==> src/rtl/lcd_write_arbiter_if.sv <==
// rtl/lcd_write_arbiter_if.sv - requester, LCD write and status signals of the LCD write arbiter
interface lcd_write_arbiter_if;
    logic        cpu_wr_en;
    logic [31:0] cpu_wr_data;
    logic        kbd_wr_en;
    logic [7:0]  kbd_wr_data;
    logic        clr_ovf;
    logic        lcd_wr_en;
    logic [7:0]  lcd_wr_data;
    logic        lcd_src;
    logic        cpu_full;
    logic        kbd_full;
    logic        cpu_ovf;
    logic        kbd_ovf;
    logic        busy;

    modport master (
        output cpu_wr_en, cpu_wr_data, kbd_wr_en, kbd_wr_data, clr_ovf,
        input  lcd_wr_en, lcd_wr_data, lcd_src, cpu_full, kbd_full, cpu_ovf, kbd_ovf, busy
    );

    modport slave (
        input  cpu_wr_en, cpu_wr_data, kbd_wr_en, kbd_wr_data, clr_ovf,
        output lcd_wr_en, lcd_wr_data, lcd_src, cpu_full, kbd_full, cpu_ovf, kbd_ovf, busy
    );
endinterface

==> src/rtl/lcd_write_arbiter.sv <==
// rtl/lcd_write_arbiter.sv - round-robin arbiter sharing the LCD character-write port between cpu and keyboard FIFOs
module lcd_write_arbiter #(
    parameter int DEPTH = 4,
    parameter int GAP   = 16
) (
    input  logic               clock,
    input  logic               resetn,
    lcd_write_arbiter_if.slave bus
);
    localparam int PW = $clog2(DEPTH);
    localparam int CW = PW + 1;
    localparam int GW = $clog2(GAP + 1);

    typedef enum logic {S_IDLE, S_WAIT} state_t;

    state_t          state, state_nxt;
    logic [GW-1:0]   gap_cnt, gap_nxt;
    logic            issue, win, last;

    logic [7:0]      cpu_mem [DEPTH];
    logic [7:0]      kbd_mem [DEPTH];
    logic [PW-1:0]   cpu_rp, cpu_wp, kbd_rp, kbd_wp;
    logic [CW-1:0]   cpu_cnt, kbd_cnt;
    logic            cpu_is_full, kbd_is_full, cpu_push, kbd_push, cpu_pop, kbd_pop;
    logic            cpu_elig, kbd_elig;
    logic [7:0]      lcd_data_q;
    logic            lcd_en_q, lcd_src_q, cpu_ovf_q, kbd_ovf_q;
    logic            unused_cpu_hi;

    assign unused_cpu_hi = &{1'b0, bus.cpu_wr_data[31:8]};

    // Fullness is judged on the pre-edge count, so a same-cycle pop never rescues a push.
    assign cpu_is_full = (cpu_cnt == CW'(DEPTH));
    assign kbd_is_full = (kbd_cnt == CW'(DEPTH));
    assign cpu_push    = bus.cpu_wr_en && !cpu_is_full;
    assign kbd_push    = bus.kbd_wr_en && !kbd_is_full;
    assign cpu_elig    = (cpu_cnt != '0);
    assign kbd_elig    = (kbd_cnt != '0);

    // win: 0 = cpu, 1 = kbd; a tie goes to whichever side did not issue last.
    assign win     = (cpu_elig && kbd_elig) ? ~last : kbd_elig;
    assign cpu_pop = issue && !win;
    assign kbd_pop = issue && win;

    always_ff @(posedge clock) begin
        if (cpu_push) cpu_mem[cpu_wp] <= bus.cpu_wr_data[7:0];
        if (kbd_push) kbd_mem[kbd_wp] <= bus.kbd_wr_data;
    end

    always_ff @(posedge clock or negedge resetn) begin
        if (!resetn) begin
            cpu_rp  <= '0;
            cpu_wp  <= '0;
            cpu_cnt <= '0;
            kbd_rp  <= '0;
            kbd_wp  <= '0;
            kbd_cnt <= '0;
        end else begin
            if (cpu_push) cpu_wp <= cpu_wp + PW'(1);
            if (cpu_pop)  cpu_rp <= cpu_rp + PW'(1);
            if (kbd_push) kbd_wp <= kbd_wp + PW'(1);
            if (kbd_pop)  kbd_rp <= kbd_rp + PW'(1);
            cpu_cnt <= cpu_cnt + CW'(cpu_push) - CW'(cpu_pop);
            kbd_cnt <= kbd_cnt + CW'(kbd_push) - CW'(kbd_pop);
        end
    end

    always_ff @(posedge clock or negedge resetn) begin
        if (!resetn) begin
            state   <= S_IDLE;
            gap_cnt <= '0;
        end else begin
            state   <= state_nxt;
            gap_cnt <= gap_nxt;
        end
    end

    always_comb begin
        state_nxt = state;
        gap_nxt   = gap_cnt;
        issue     = 1'b0;
        case (state)
            S_IDLE: begin
                if (cpu_elig || kbd_elig) begin
                    issue     = 1'b1;
                    gap_nxt   = GW'(GAP - 1);
                    state_nxt = S_WAIT;
                end
            end
            S_WAIT: begin
                if (gap_cnt != '0) begin
                    gap_nxt = gap_cnt - GW'(1);
                end else if (cpu_elig || kbd_elig) begin
                    issue   = 1'b1;
                    gap_nxt = GW'(GAP - 1);
                end else begin
                    state_nxt = S_IDLE;
                end
            end
        endcase
    end

    always_ff @(posedge clock or negedge resetn) begin
        if (!resetn) begin
            lcd_en_q   <= 1'b0;
            lcd_data_q <= '0;
            lcd_src_q  <= 1'b0;
            last       <= 1'b1;
            cpu_ovf_q  <= 1'b0;
            kbd_ovf_q  <= 1'b0;
        end else begin
            lcd_en_q <= issue;
            if (issue) begin
                lcd_data_q <= win ? kbd_mem[kbd_rp] : cpu_mem[cpu_rp];
                lcd_src_q  <= win;
                last       <= win;
            end
            // A dropped push outranks a coincident clear.
            if (bus.cpu_wr_en && cpu_is_full) cpu_ovf_q <= 1'b1;
            else if (bus.clr_ovf)             cpu_ovf_q <= 1'b0;
            if (bus.kbd_wr_en && kbd_is_full) kbd_ovf_q <= 1'b1;
            else if (bus.clr_ovf)             kbd_ovf_q <= 1'b0;
        end
    end

    assign bus.lcd_wr_en   = lcd_en_q;
    assign bus.lcd_wr_data = lcd_data_q;
    assign bus.lcd_src     = lcd_src_q;
    assign bus.cpu_full    = cpu_is_full;
    assign bus.kbd_full    = kbd_is_full;
    assign bus.cpu_ovf     = cpu_ovf_q;
    assign bus.kbd_ovf     = kbd_ovf_q;
    assign bus.busy        = cpu_elig || kbd_elig || (state == S_WAIT);
endmodule

==> src/flat_wrapper.sv <==
// flat-port wrapper written by rule: the top's interface ports become plain ports
module lcd_write_arbiter_flat 
#(
    parameter int DEPTH = 4,
    parameter int GAP   = 16
)
  (clock, resetn, bus_cpu_wr_en, bus_cpu_wr_data, bus_kbd_wr_en, bus_kbd_wr_data, bus_clr_ovf, bus_lcd_wr_en, bus_lcd_wr_data, bus_lcd_src, bus_cpu_full, bus_kbd_full, bus_cpu_ovf, bus_kbd_ovf, bus_busy);
  lcd_write_arbiter_if bus_i ();
  input  logic clock;
  input  logic resetn;
  input wire logic [$bits(bus_i.cpu_wr_en)-1:0] bus_cpu_wr_en;
  input wire logic [$bits(bus_i.cpu_wr_data)-1:0] bus_cpu_wr_data;
  input wire logic [$bits(bus_i.kbd_wr_en)-1:0] bus_kbd_wr_en;
  input wire logic [$bits(bus_i.kbd_wr_data)-1:0] bus_kbd_wr_data;
  input wire logic [$bits(bus_i.clr_ovf)-1:0] bus_clr_ovf;
  output wire logic [$bits(bus_i.lcd_wr_en)-1:0] bus_lcd_wr_en;
  output wire logic [$bits(bus_i.lcd_wr_data)-1:0] bus_lcd_wr_data;
  output wire logic [$bits(bus_i.lcd_src)-1:0] bus_lcd_src;
  output wire logic [$bits(bus_i.cpu_full)-1:0] bus_cpu_full;
  output wire logic [$bits(bus_i.kbd_full)-1:0] bus_kbd_full;
  output wire logic [$bits(bus_i.cpu_ovf)-1:0] bus_cpu_ovf;
  output wire logic [$bits(bus_i.kbd_ovf)-1:0] bus_kbd_ovf;
  output wire logic [$bits(bus_i.busy)-1:0] bus_busy;
  assign bus_i.cpu_wr_en = bus_cpu_wr_en;
  assign bus_i.cpu_wr_data = bus_cpu_wr_data;
  assign bus_i.kbd_wr_en = bus_kbd_wr_en;
  assign bus_i.kbd_wr_data = bus_kbd_wr_data;
  assign bus_i.clr_ovf = bus_clr_ovf;
  assign bus_lcd_wr_en = bus_i.lcd_wr_en;
  assign bus_lcd_wr_data = bus_i.lcd_wr_data;
  assign bus_lcd_src = bus_i.lcd_src;
  assign bus_cpu_full = bus_i.cpu_full;
  assign bus_kbd_full = bus_i.kbd_full;
  assign bus_cpu_ovf = bus_i.cpu_ovf;
  assign bus_kbd_ovf = bus_i.kbd_ovf;
  assign bus_busy = bus_i.busy;
  lcd_write_arbiter #(.DEPTH(DEPTH), .GAP(GAP)) u_core (.clock(clock), .resetn(resetn), .bus(bus_i));
endmodule
==> config.mk <==
export PLATFORM = sky130hd
export DESIGN_NAME = lcd_write_arbiter_flat
export DESIGN_NICKNAME = d
export VERILOG_FILES = /design/src/rtl/lcd_write_arbiter_if.sv /design/src/rtl/lcd_write_arbiter.sv /design/src/flat_wrapper.sv
export SDC_FILE = /design/constraint.sdc
export NUM_CORES = 1
export LEC_CHECK = 0
export ABC_CLOCK_PERIOD_IN_PS = 3400
export CAP_MARGIN = 0
export CORE_MARGIN = 10
export CORE_UTILIZATION = 45
export DETAILED_ROUTE_END_ITERATION = 8
export PLACE_DENSITY = 0.68
export REMOVE_ABC_BUFFERS = 1
export SYNTH_ARGS = -nofsm -noshare
export SYNTH_HDL_FRONTEND = slang
export SYNTH_SLANG_ARGS = --single-unit
==> constraint.sdc <==
create_clock -name clock -period 3.4 [get_ports clock]
set_input_delay 0.34 -clock clock [delete_from_list [all_inputs] [get_ports clock]]
set_output_delay 0.34 -clock clock [all_outputs]
set_load 0.03 [all_outputs]
# Word level (Yosys, flattened, before mapping)
# Memories as Yosys holds them, arrays and structs flattened.
# Cells that the tools add are included.
# W data, S select, Z words.
# word_totals
mem_bits_rw	64
output_inout_bits	15
n_memories	2
word_cells	63
reg_bits	33
inputBits	45
# memory_table
memory	words	word_bits	read_ports	rd_clocked_by_memory_dff	write_ports	line	source
u_core.cpu_mem	4	8	1	0	1	lcd_write_arbiter.sv:20	logic [7:0] cpu_mem [DEPTH];
u_core.kbd_mem	4	8	1	0	1	lcd_write_arbiter.sv:21	logic [7:0] kbd_mem [DEPTH];
# op_classes
add_sub_neg	9
n_eq_ne	2
mux	17
n_reduce_logical	17
bitwise_logic	2
# op_table
op	count
$mux W1	11
$mux W5	2
$pmux W5 S2	1
$add A2 B1 Y2 const B	4
$mux W8	1
$logic_and A1 B1 Y1	7
$add A3 B1 Y3	2
$eq A3 B3 Y1 const B	2
$reduce_bool A3 Y1	2
$sub A3 B1 Y3	2
$reduce_bool A5 Y1	1
$sub A5 B1 Y5 const B	1
$pmux W1 S2	2
$reduce_bool A2 Y1	2
$logic_not A1 Y1	3
$logic_or A1 B1 Y1	2
$not A1 Y1	2

# Logic depth before layout (Yosys ltp)
# Gate-level depths: netlist of run 1.
# logic_depth
word_depth	7
ltp_mapped	12
mapped_depth_nobuf	11

# Least setup slack after synthesis of run 1
# No wires, ideal clock.
# synth_path
path_kind	reg2reg
start	reg u_core.gap_cnt[0]
end	reg u_core.kbd_cnt[2]
n_path_buf	1
setup_time_ns	0.123
t_arrival_ns	2.362
synth_period_minus_slack_ns	2.485
setup_slack_ns	0.915
stages_incl_launch_ff	13
cell_sequence	dfrtp_1 > inv_1 > ha_1 > nor4b_4 > o221a_4 > buf_6 > ha_1 > inv_1 > ha_1 > inv_1 > fa_1 > xnor2_1 > xnor2_1
# synth_via
elab_chain_cells	5
# synth_lines
element	line	source
start, declared	lcd_write_arbiter.sv:17	logic [GW-1:0] gap_cnt, gap_nxt;
start signal, assigned	lcd_write_arbiter.sv:74	gap_cnt <= gap_nxt;
$reduce_bool A5 Y1	lcd_write_arbiter.sv:91	if (gap_cnt != '0) begin
$mux W1	lcd_write_arbiter.sv:91	
$pmux W1 S2	lcd_write_arbiter.sv:82	case (state)
$logic_and A1 B1 Y1	lcd_write_arbiter.sv:43	assign kbd_pop = issue && win;
named net u_core.kbd_pop	lcd_write_arbiter.sv:24	logic cpu_is_full, kbd_is_full, cpu_push, kbd_push, cpu_pop, kbd_pop;
$sub A3 B1 Y3	lcd_write_arbiter.sv:64	kbd_cnt <= kbd_cnt + CW'(kbd_push) - CW'(kbd_pop);
end signal, assigned	lcd_write_arbiter.sv:64	
end, declared	lcd_write_arbiter.sv:23	logic [CW-1:0] cpu_cnt, kbd_cnt;
# The timed path passes the listed nets, and every way through them passes these cells.
# A chain may end at the register's enable or synchronous reset.

# Final worst setup path of run 1
# layout_path
start	reg u_core.gap_cnt[0]
end	reg u_core.cpu_cnt[2]
# layout_via
elab_chain_cells	5
# layout_lines
element	line	source
$reduce_bool A5 Y1	lcd_write_arbiter.sv:91	
$mux W1	lcd_write_arbiter.sv:91	
$pmux W1 S2	lcd_write_arbiter.sv:82	
$logic_and A1 B1 Y1	lcd_write_arbiter.sv:42	assign cpu_pop = issue && !win;
$sub A3 B1 Y3	lcd_write_arbiter.sv:63	cpu_cnt <= cpu_cnt + CW'(cpu_push) - CW'(cpu_pop);
end signal, assigned	lcd_write_arbiter.sv:63	
end, declared	lcd_write_arbiter.sv:23	
# Every way passes these cells.

==> results of run 1 <==
-- layout make-up --
type,count,area share
tap,108,0.02916
multi-input combinational,118,0.2454
timing repair buffer,36,0.07721
inverter,20,0.01620
sequential,97,0.5931
clock inverter,5,0.008369
clock buffer,11,0.03051
-- stage by stage --
stage / cells / utilization / area (µm²) / total power, mW
4_1_cts: 395 / 0.5314 / 4634 / 3.777
3_3_place_gp: 379 / 0.5108 / 4454 / 3.031
3_5_place_dp: 379 / 0.5108 / 4454 / 3.084
5_1_grt: 395 / 0.5314 / 4634 / 3.942
2_1_floorplan: 235 / - / 3961 / 2.645
6_report: 395 / 0.5314 / 4634 / 3.710
-- cell families (layout without fill, tap and decap cells) --
kind of cell,Yosys count,after routing
adders and majority gates,16,16
AOI/OAI and AO/OA,26,26
muxes,17,17
DFF,97,97
buffers and inverters,29,72
xor gates and xnor gates,11,11
and+or+nand+nor,48,48
-- worst reg2reg max path, stage by stage, from the launching register on --
cell and delay, ns:
dfrtp_1 0.41, inv_1 0.09, ha_1 0.18, nor4b_4 0.37, o221a_2 0.46, ha_1 0.18
inv_1 0.04, ha_1 0.20, fa_1 0.40, xor2_1 0.16, xnor2_1 0.12
-- path summary, 6_finish.rpt --
| kind | from | endpoint | slack, ns | cells past startpoint |
|---|---|---|---|---|
| max in group asynchronous | resetn | u_core.last$_DFFE_PN1P_ | 2.67 | 2 |
| min | resetn | u_core.gap_cnt[4]$_DFF_PN0_ | 0.38 | 2 |
| max reg2reg | u_core.gap_cnt[0]$_DFF_PN0_ | u_core.cpu_cnt[2]$_DFF_PN0_ | 0.68 | 10 |
| min reg2reg | u_core.state$_DFF_PN0_ | u_core.gap_cnt[3]$_DFF_PN0_ | 0.48 | 1 |
| max | u_core.gap_cnt[0]$_DFF_PN0_ | u_core.cpu_cnt[2]$_DFF_PN0_ | 0.68 | 10 |
| min in group clock | u_core.state$_DFF_PN0_ | u_core.gap_cnt[3]$_DFF_PN0_ | 0.48 | 1 |
-- power breakdown --
group	internal (mW)	switching (mW)	leakage, nW
combinational	0.555	0.564	0.698
clock	0.293	0.395	0.0907
sequential	1.62	0.286	0.979
total	2.47	1.24	1.77
-- state kept, by name, indices dropped and copies added, names as in the netlist, 2 cells and up --
signal,count
u_core.cpu_cnt,3
u_core.cpu_rp,2
u_core.gap_cnt,5
u_core.kbd_mem,32
u_core.kbd_cnt,3
u_core.cpu_wp,2
u_core.cpu_mem,32
u_core.kbd_rp,2
u_core.kbd_wp,2
u_core.bus.lcd_wr_data,8
-- routing by layer --
layer	track usage	routed length, µm	up-vias
met5	0	0	-
met4	0.05931	139	0
met3	0.03774	385	12
met2	0.1801	3405	41
met1	0.1322	2962	1020
li1	-	-	965
-- cell usage in the layout, fill, tap and decap left out, types with 3 or more instances in the layout --
| cell type | Yosys | final |
|---|---|---|
| xnor2_1 | 8 | 8 |
| o21ai_0 | 4 | 4 |
| dfrtp_1 | 32 | 32 |
| and2_1 | 8 | 8 |
| edfxtp_1 | 64 | 64 |
| a22oi_1 | 8 | 8 |
| inv_1 | 20 | 20 |
| nor2_1 | 5 | 5 |
| inv_6 | 0 | 3 |
| nand2_1 | 22 | 22 |
| ha_1 | 14 | 14 |
| clkdlybuf4s50_1 | 0 | 35 |
| clkbuf_8 | 0 | 10 |
| mux4_2 | 16 | 16 |
| a21oi_1 | 4 | 4 |
==> metrics.md, run 1 <==
| Metric | Value |
|---|---|
| Status | finished, final reports clean |
| DRC errors left | 0 |
| Vias | 2038 |
| Final Hold Fails | 0 |
| Mux share of post-synthesis cell area | 0.09255 |
| Worst path bufs/invs | 2 |
| Top cells by area, synth | edfxtp_1 48%, dfrtp_1 20%, mux4_2 9.0% |
| First drt pass iteration count | 4 |
| Most area-hungry cell type in the Yosys netlist | edfxtp_1 |
| Main combinational cell family by area after synthesis | multiplexers |
| Gr ovfl total | 0 |
| Setup ws final | 0.6817 ns |
| Crit path time final | 2.718 ns |
| Final Max Slew Viols | 0 |
| Antenna Cells | 0 |
| Rows | 34 |
| Register area | 2749 µm² |
| Layout cells sized above 1 | 0.1429 |
| Vias per inst | 5.159 |
| RSZ-0062 raised after global routing | false |
| Largest net degree at the start of global routing | 34 |
| Post-synth ARST share | 0.3402 |
| Mapped Area | 4015 µm² |
| Static leakage | 1.767 nW |
| Synth Area in Compound Gates | 0.04737 |
| Rel. slew slack | 0.3992 |
| Crit path DAT | 2.97 ns |
| EDFF count, synth | 64 |
| Post-Syn Instances | 244 |
| H-tree levels | 3 |
| Iter 0 DRT Violations | 87 |
| Initial Util | 0.4604 |
| Count leader, synth | edfxtp_1 |
| Routed wire length | 6894 µm |
| Die H | 114.5 µm |
| Layout net count | 343 |
| Largest stage delay, worst path | 0.46 ns |
| Setup WS pre-CTS | 0.6621 ns |
| Max Fanout on Critical Path | 11 |
| Final setup TNS | 0 ns |
| Multi-input logic area | 1137 µm² |
| WHS | 0.3811 ns |
| Peak supply drop | 0.3661 mV |
| Root buf cell | clkbuf_8 |
| Netlist cell types | 40 |
| Setup Buffers After CTS | 0 |
| Hpwl dp | 4915 µm |
| # IOs | 60 |
| Synth Area in Adders | 0.05360 |
| Setup Viol. Count Final | 0 |
| CTS Buffer Depth | 2 |
| Core box area | 8721 µm² |
| Cell occurring most often along the worst timing path | ha_1 |
| CTS Buf Count | 9 |
| XOR/XNOR share of the synthesized area | 0.02773 |
| Crit path max-delay cell type | o221a_2 |
| CTS tree | done |
| Post-CTS resize count | 0 |
| Yosys warning count | 0 |
| Area Growth Syn to Fin | 15.43% |
| Sequential fraction of the synthesis area | 0.6846 |
| Critical-path cell list | inv_1 > ha_1 > nor4b_4 > o221a_2 > ha_1 > inv_1 > ha_1 > fa_1 > xor2_1 > xnor2_1 |
| Cell family with the largest share of critical-path delay | adder cells |
| Hold bufs inserted after CTS | 0 |
| Top cells by count, synth | 64 x edfxtp_1, 32 x dfrtp_1, 22 x nand2_1 |
| Share of the synthesized area in the top cell type | 0.4787 |
| Vias in the first global route | 2190 |
| Clock skew | 0.01182 ns |
| GRT Resource Usage Total | 0.1128 |
| Clock latency on the worst-skew pair | 0.36 ns |
| Worst-margin pin slew | 0.9012 ns |
| CTS clk-pin slew, worst paths | 0.09 ns |
| Global placement routability congestion | 0.7126 |
| Die X | 114.5 µm |
| Simple logic cell fraction of the synthesized area | 0.06201 |
| Post-route ant nets | 0 |
| Fmax | 367.9 MHz |
| WL/cell | 17.45 µm |
| WS Path Type | reg -> reg |
| Clock sinks | 97 |
| First-pass GRT wire length | 11320 µm |
| Port Buffers | 35 |
| Worst path required time | 3.65 ns |
| Crit. End Element | register |
| Initial antenna violation count | 0 |
| Synth Register Bits | 97 |
| Hold Path Class | in -> async |
| Critical Path Source Type | register |
| Max Cap Viol | 0 |
| Crit share post-route | 0.7995 |
| Die area | 13100 µm² |
| Fill cells | 710 |
| PD cells | 800.5 nW/µm² |
| Post-synth top flop | edfxtp_1 |
| Syn Area/Cell | 16.46 µm² |
(Power assumes the default switching activity.)
==> inputs of run 2 (changes only) <==
ABC_CLOCK_PERIOD_IN_PS = 2800   (was 3400)
clock period = 2.8 ns   (was 3.4 ns; I/O delays follow)
==> run 2 against run 1 <==
Against the previous run:
- sequential share of layout area fell by 0.30 points
- die area did not move
- via count barely moved
- design area rose by 0.51%
- clock skew fell by 0.00085 ns
- non-clock buffer count rose by 3
- utilization rose by 0.27 points
- final cell count rose by 0.76%
- routed wire length fell by 0.32%
- clock-buffer cell count did not move
- first-iteration DRC count rose by 15%
- maximum frequency rose by 7.8%
==> metrics.md, run 2 (synthesis results as in run 1) <==
| Metric | Value |
|---|---|
| Worst path required time | 3.08 ns |
| Crit path time final | 2.522 ns |
| Iter 0 DRT Violations | 100 |
| R2r setup slk | 0.28 ns |
| Port Buffers | 35 |
| Combinational fraction of design power | 0.303 |
| GRT Resource Usage Total | 0.1120 |
| Status | finished, final reports clean |
| Crit share post-route | 0.9008 |
| RSZ-0062 raised after global routing | false |
| Clock skew | 0.01097 ns |
| Worst-margin pin slew | 0.9261 ns |
| Final setup TNS | 0 ns |
| First drt pass iteration count | 4 |
| Post-CTS resize count | 0 |
| Hpwl dp | 4893 µm |
| Rows | 34 |
| Post-route ant nets | 0 |
| Gr ovfl total | 0 |
| Vias in the first global route | 2199 |
| Clock latency on the worst-skew pair | 0.35 ns |
| H-tree levels | 3 |
| CTS tree | done |
| Routed wire length | 6872 µm |
| Layout cells sized above 1 | 0.1517 |
| DRC errors left | 0 |
| WS Path Type | reg -> reg |
| Final Hold Fails | 0 |
| Setup Buffers After CTS | 0 |
| Crit path DAT | 2.81 ns |
| CTS Buffer Depth | 2 |
| Layout net count | 346 |
| Fill cells | 715 |
| Hold Path Class | in -> async |
| Power Total | 4.505 mW |
| Peak supply drop | 0.5381 mV |
| Clock sinks | 97 |
| Global placement routability congestion | 0.7164 |
| Sequential Power Share | 0.514 |
| Largest net degree at the start of global routing | 34 |
| Vias per inst | 5.126 |
| PD cells | 967.2 nW/µm² |
| Core box area | 8721 µm² |
| Internal power | 2.997 mW |
| Die area | 13100 µm² |
| Root buf cell | clkbuf_8 |
| Most frequent cells in the layout | 64 x edfxtp_1, 35 x clkdlybuf4s50_1, 32 x dfrtp_1 |
| Antenna Cells | 0 |
| Initial antenna violation count | 0 |
| Fin util | 0.5341 |
| First-pass GRT wire length | 11340 µm |
| Max Fanout on Critical Path | 6 |
| CTS clk-pin slew, worst paths | 0.09 ns |
| Static leakage | 1.775 nW |
| Fmax | 396.5 MHz |
| Setup Viol. Count Final | 0 |
| Commonest non-fill, non-tap cell in the layout | edfxtp_1 |
| Final Max Slew Viols | 0 |
| Rel. slew slack | 0.3826 |
| CTS Buf Count | 9 |
| Critical Path Source Type | register |
| # IOs | 60 |
| Initial Util | 0.4604 |
| Crit. End Element | register |
| Final instance area | 4658 µm² |
| Net Switching | 1.508 mW |
| Area Growth Syn to Fin | 16.02% |
| Die X | 114.5 µm |
| WL/cell | 17.27 µm |
| Post-Place Cell Area | 4477 µm² |
| Max Cap Viol | 0 |
| Die H | 114.5 µm |
| Clock Power Share | 0.182 |
| Vias | 2040 |
| Sw Share | 0.3347 |
| Hold bufs inserted after CTS | 0 |
run 2: changes by cell type in the layout (fill, tap and decap cells not counted), sizes merged:
| cell | change |
|---|---|
| buf | +3 |
| clkinvlp | +2 |
| inv | -2 |
run 2: per-stage QoR:
step	hold WS, ns	worst slack [ns]	std cells
after floorplan	-0.01559	0.3403	235
after global placement	0.4614	0.3216	382
after detailed placement	0.4585	0.2893	382
after CTS	0.3323	0.2558	398
after global routing	0.3428	0.07852	398
final	0.3360	0.2778	398
run 2: path summary, 6_finish.rpt:
check                                            start                          end  cells after the start
setup / recovery           u_core.gap_cnt[0]$_DFF_PN0_  u_core.kbd_cnt[2]$_DFF_PN0_                     11
max in group asynchronous                       resetn      u_core.last$_DFFE_PN1P_                      2
setup reg to reg           u_core.gap_cnt[0]$_DFF_PN0_  u_core.kbd_cnt[2]$_DFF_PN0_                     11
min in group clock              u_core.state$_DFF_PN0_  u_core.gap_cnt[3]$_DFF_PN0_                      1
hold reg to reg                 u_core.state$_DFF_PN0_  u_core.gap_cnt[3]$_DFF_PN0_                      1
hold / removal                                  resetn  u_core.gap_cnt[4]$_DFF_PN0_                      2
run 2: area by class of cell:
cell class,count,area [µm²],share of cell area
Inverter,20,75.07,0.01612
Clock buffer,11,141.4,0.03035
Clock inverter,5,40.04,0.008595
Timing Repair Buffer,39,380.4,0.08165
Sequential cell,97,2749,0.5901
Multi-Input combinational cell,118,1137,0.2442
Tap cell,108,135.1,0.02901
run 2: metal layers:
metal | global-route usage | vias up | part of all wire
met3 | 0.04193 | 4 | 0.059
met4 | 0.03175 | 0 | 0.0080
met2 | 0.1737 | 45 | 0.49
met5 | 0 | - | 0
met1 | 0.1437 | 1026 | 0.44
li1 | - | 965 | -
run 2: power by group through the flow:
| stage | clock network, mW | logic (mW) | registers [mW] |
|---|---|---|---|
| global route | 0.911 | 1.52 | 2.39 |
| finish | 0.822 | 1.37 | 2.32 |
| global placement | 0 | 1.35 | 2.34 |
| CTS | 0.846 | 1.40 | 2.33 |
| detailed placement | 0 | 1.40 | 2.36 |
| floorplan | 0 | 0.802 | 2.41 |
run 2: worst max-delay path, cell delays in order, from the launching register on:
cell and delay [ns]:
dfrtp_1 0.41, inv_1 0.09, ha_1 0.19, nor4b_4 0.36, o221a_4 0.28, ha_1 0.22
inv_1 0.05, ha_1 0.13, inv_1 0.05, fa_1 0.37, xnor2_1 0.18, xnor2_1 0.13
==> inputs of run 3 (changes only) <==
ABC_CLOCK_PERIOD_IN_PS = 3050   (was 2800)
CORE_ASPECT_RATIO = 1.75   (was not set)
clock period = 3.05 ns   (was 2.8 ns; I/O delays follow)
==> run 3 against run 2 <==
Against the previous run:
- register-to-register slack improved by 0.24 ns
- global-route usage increased by 0.43 points
- first-iteration DRC count decreased by 7.0%
- routed wire length increased by 6.4%
- largest cell class unchanged
- largest power group unchanged
==> metrics.md, run 3 (synthesis results as in run 1) <==
| Metric | Value |
|---|---|
| Antenna Cells | 0 |
| WS Path Type | reg -> reg |
| RSZ-0062 raised after global routing | false |
| DRC errors left | 0 |
| Peak supply drop | 0.4270 mV |
| RR Endpoint | u_core.kbd_cnt[2]$_DFF_PN0_ |
| Cell Count, Final, Fillers Out | 406 |
| CTS Buf Count | 9 |
| Area Growth Syn to Fin | 18.20% |
| Setup WS pre-CTS | 0.5008 ns |
| Status | finished, final reports clean |
| Global placement routability congestion | 0.7118 |
| Clock skew | 0.006517 ns |
| Hold Path Class | in -> async |
| Worst setup path end | u_core.kbd_cnt[2]$_DFF_PN0_ |
| Port Buffers | 35 |
| Post-Place Cell Area | 4481 µm² |
| Max Cap Viol | 0 |
| CTS tree | done |
| Rows | 45 |
| WP depth | 11 |
| Die H | 145.0 µm |
| Hold bufs inserted after CTS | 0 |
| First drt pass iteration count | 4 |
| Initial Util | 0.4631 |
| CTS Buffer Depth | 2 |
| R2r setup slk | 0.52 ns |
| Final Max Slew Viols | 0 |
| Worst path required time | 3.30 ns |
| Iter 0 DRT Violations | 93 |
| Crit path time final | 2.532 ns |
| Worst-margin pin slew | 0.8701 ns |
| Die area | 13250 µm² |
| Vias in the first global route | 2197 |
| Worst path bufs/invs | 3 |
| Layout net count | 345 |
| Rel. slew slack | 0.4199 |
| Vias | 2062 |
| Post-route ant nets | 0 |
| Reg2reg start | u_core.gap_cnt[0]$_DFF_PN0_ |
| H-tree levels | 3 |
| Final setup TNS | 0 ns |
| Clock sinks | 97 |
| Largest net degree at the start of global routing | 34 |
| Setup ws final | 0.5184 ns |
| Clock latency on the worst-skew pair | 0.34 ns |
| Power Total | 4.394 mW |
| Setup Buffers After CTS | 0 |
| Critical Path Source Type | register |
| Fmax | 395.0 MHz |
| Largest stage delay, worst path | 0.40 ns |
| Placed insts | 390 |
| Hpwl dp | 5218 µm |
| Worst setup startpoint | u_core.gap_cnt[0]$_DFF_PN0_ |
| Final Hold Fails | 0 |
| Crit. End Element | register |
| WL/cell | 18.01 µm |
| Core box area | 8671 µm² |
| Worst-case reg-to-reg path depth | 11 |
| Fill cells | 743 |
| Static leakage | 1.811 nW |
| Crit path DAT | 2.78 ns |
| Crit path max-delay cell type | dfrtp_1 |
| PD cells | 925.9 nW/µm² |
| CTS clk-pin slew, worst paths | 0.06 ns |
| Layout cells sized above 1 | 0.1419 |
| Root buf cell | clkbuf_16 |
| Final instance area | 4746 µm² |
| Post-CTS resize count | 0 |
| Initial antenna violation count | 0 |
| # IOs | 60 |
| Setup Viol. Count Final | 0 |
| Fin util | 0.5473 |
| Routed wire length | 7314 µm |
| Vias per inst | 5.079 |
| Max Fanout on Critical Path | 6 |
| First-pass GRT wire length | 11780 µm |
| Critical-path cell list | inv_1 > ha_1 > nor4b_4 > o221a_4 > ha_1 > inv_1 > ha_1 > inv_1 > fa_1 > xnor2_1 > xnor2_1 |
| GRT Resource Usage Total | 0.1163 |
| Die X | 91.41 µm |
| Most frequent cells in the layout | 64 x edfxtp_1, 35 x clkdlybuf4s50_1, 32 x dfrtp_1 |
| Cell family with the largest share of critical-path delay | adder cells |
| WHS | 0.3794 ns |
| Gr ovfl total | 0 |
| Crit share post-route | 0.8300 |
| Commonest non-fill, non-tap cell in the layout | edfxtp_1 |
==> run 3: final cells by class <==
cell class	instances	area [µm²]	share of cell area
Sequential cell	97	2749	0.5792
Multi-Input combinational cell	118	1137	0.2397
Clock buffer	11	232.7	0.04904
Clock inverter	5	32.53	0.006855
Inverter	20	75.07	0.01582
Tap cell	117	146.4	0.03085
Timing Repair Buffer	38	372.9	0.07857
==> run 3: worst min path at each step <==
| stage | endpoint | startpoint |
|---|---|---|
| final | u_core.bus.kbd_ovf$_DFFE_PN0P_ | resetn |
| after global routing | u_core.kbd_cnt[2]$_DFF_PN0_ | resetn |
| after CTS | u_core.bus.lcd_wr_data[4]$_DFFE_PN0P_ | resetn |
| after detailed placement | u_core.bus.lcd_wr_data[6]$_DFFE_PN0P_ | u_core.bus.lcd_wr_data[6]$_DFFE_PN0P_ |
| after global placement | u_core.gap_cnt[3]$_DFF_PN0_ | u_core.state$_DFF_PN0_ |
| after floorplan | u_core.bus.cpu_ovf$_DFFE_PN0P_ | resetn |
==> run 3: layer usage <==
metal  part of all wire  global-route usage  vias up
met5                  0                   0        -
met2               0.54              0.2023       42
met1               0.38              0.1218     1042
met3              0.052             0.03765       13
li1                   -                   -      965
met4              0.026             0.05591        0
==> run 3: power by group <==
part           total [mW]  switching, mW  internal, mW
Combinational        1.26          0.642         0.618
Clock                1.00          0.451         0.550
Sequential           2.13          0.327          1.81
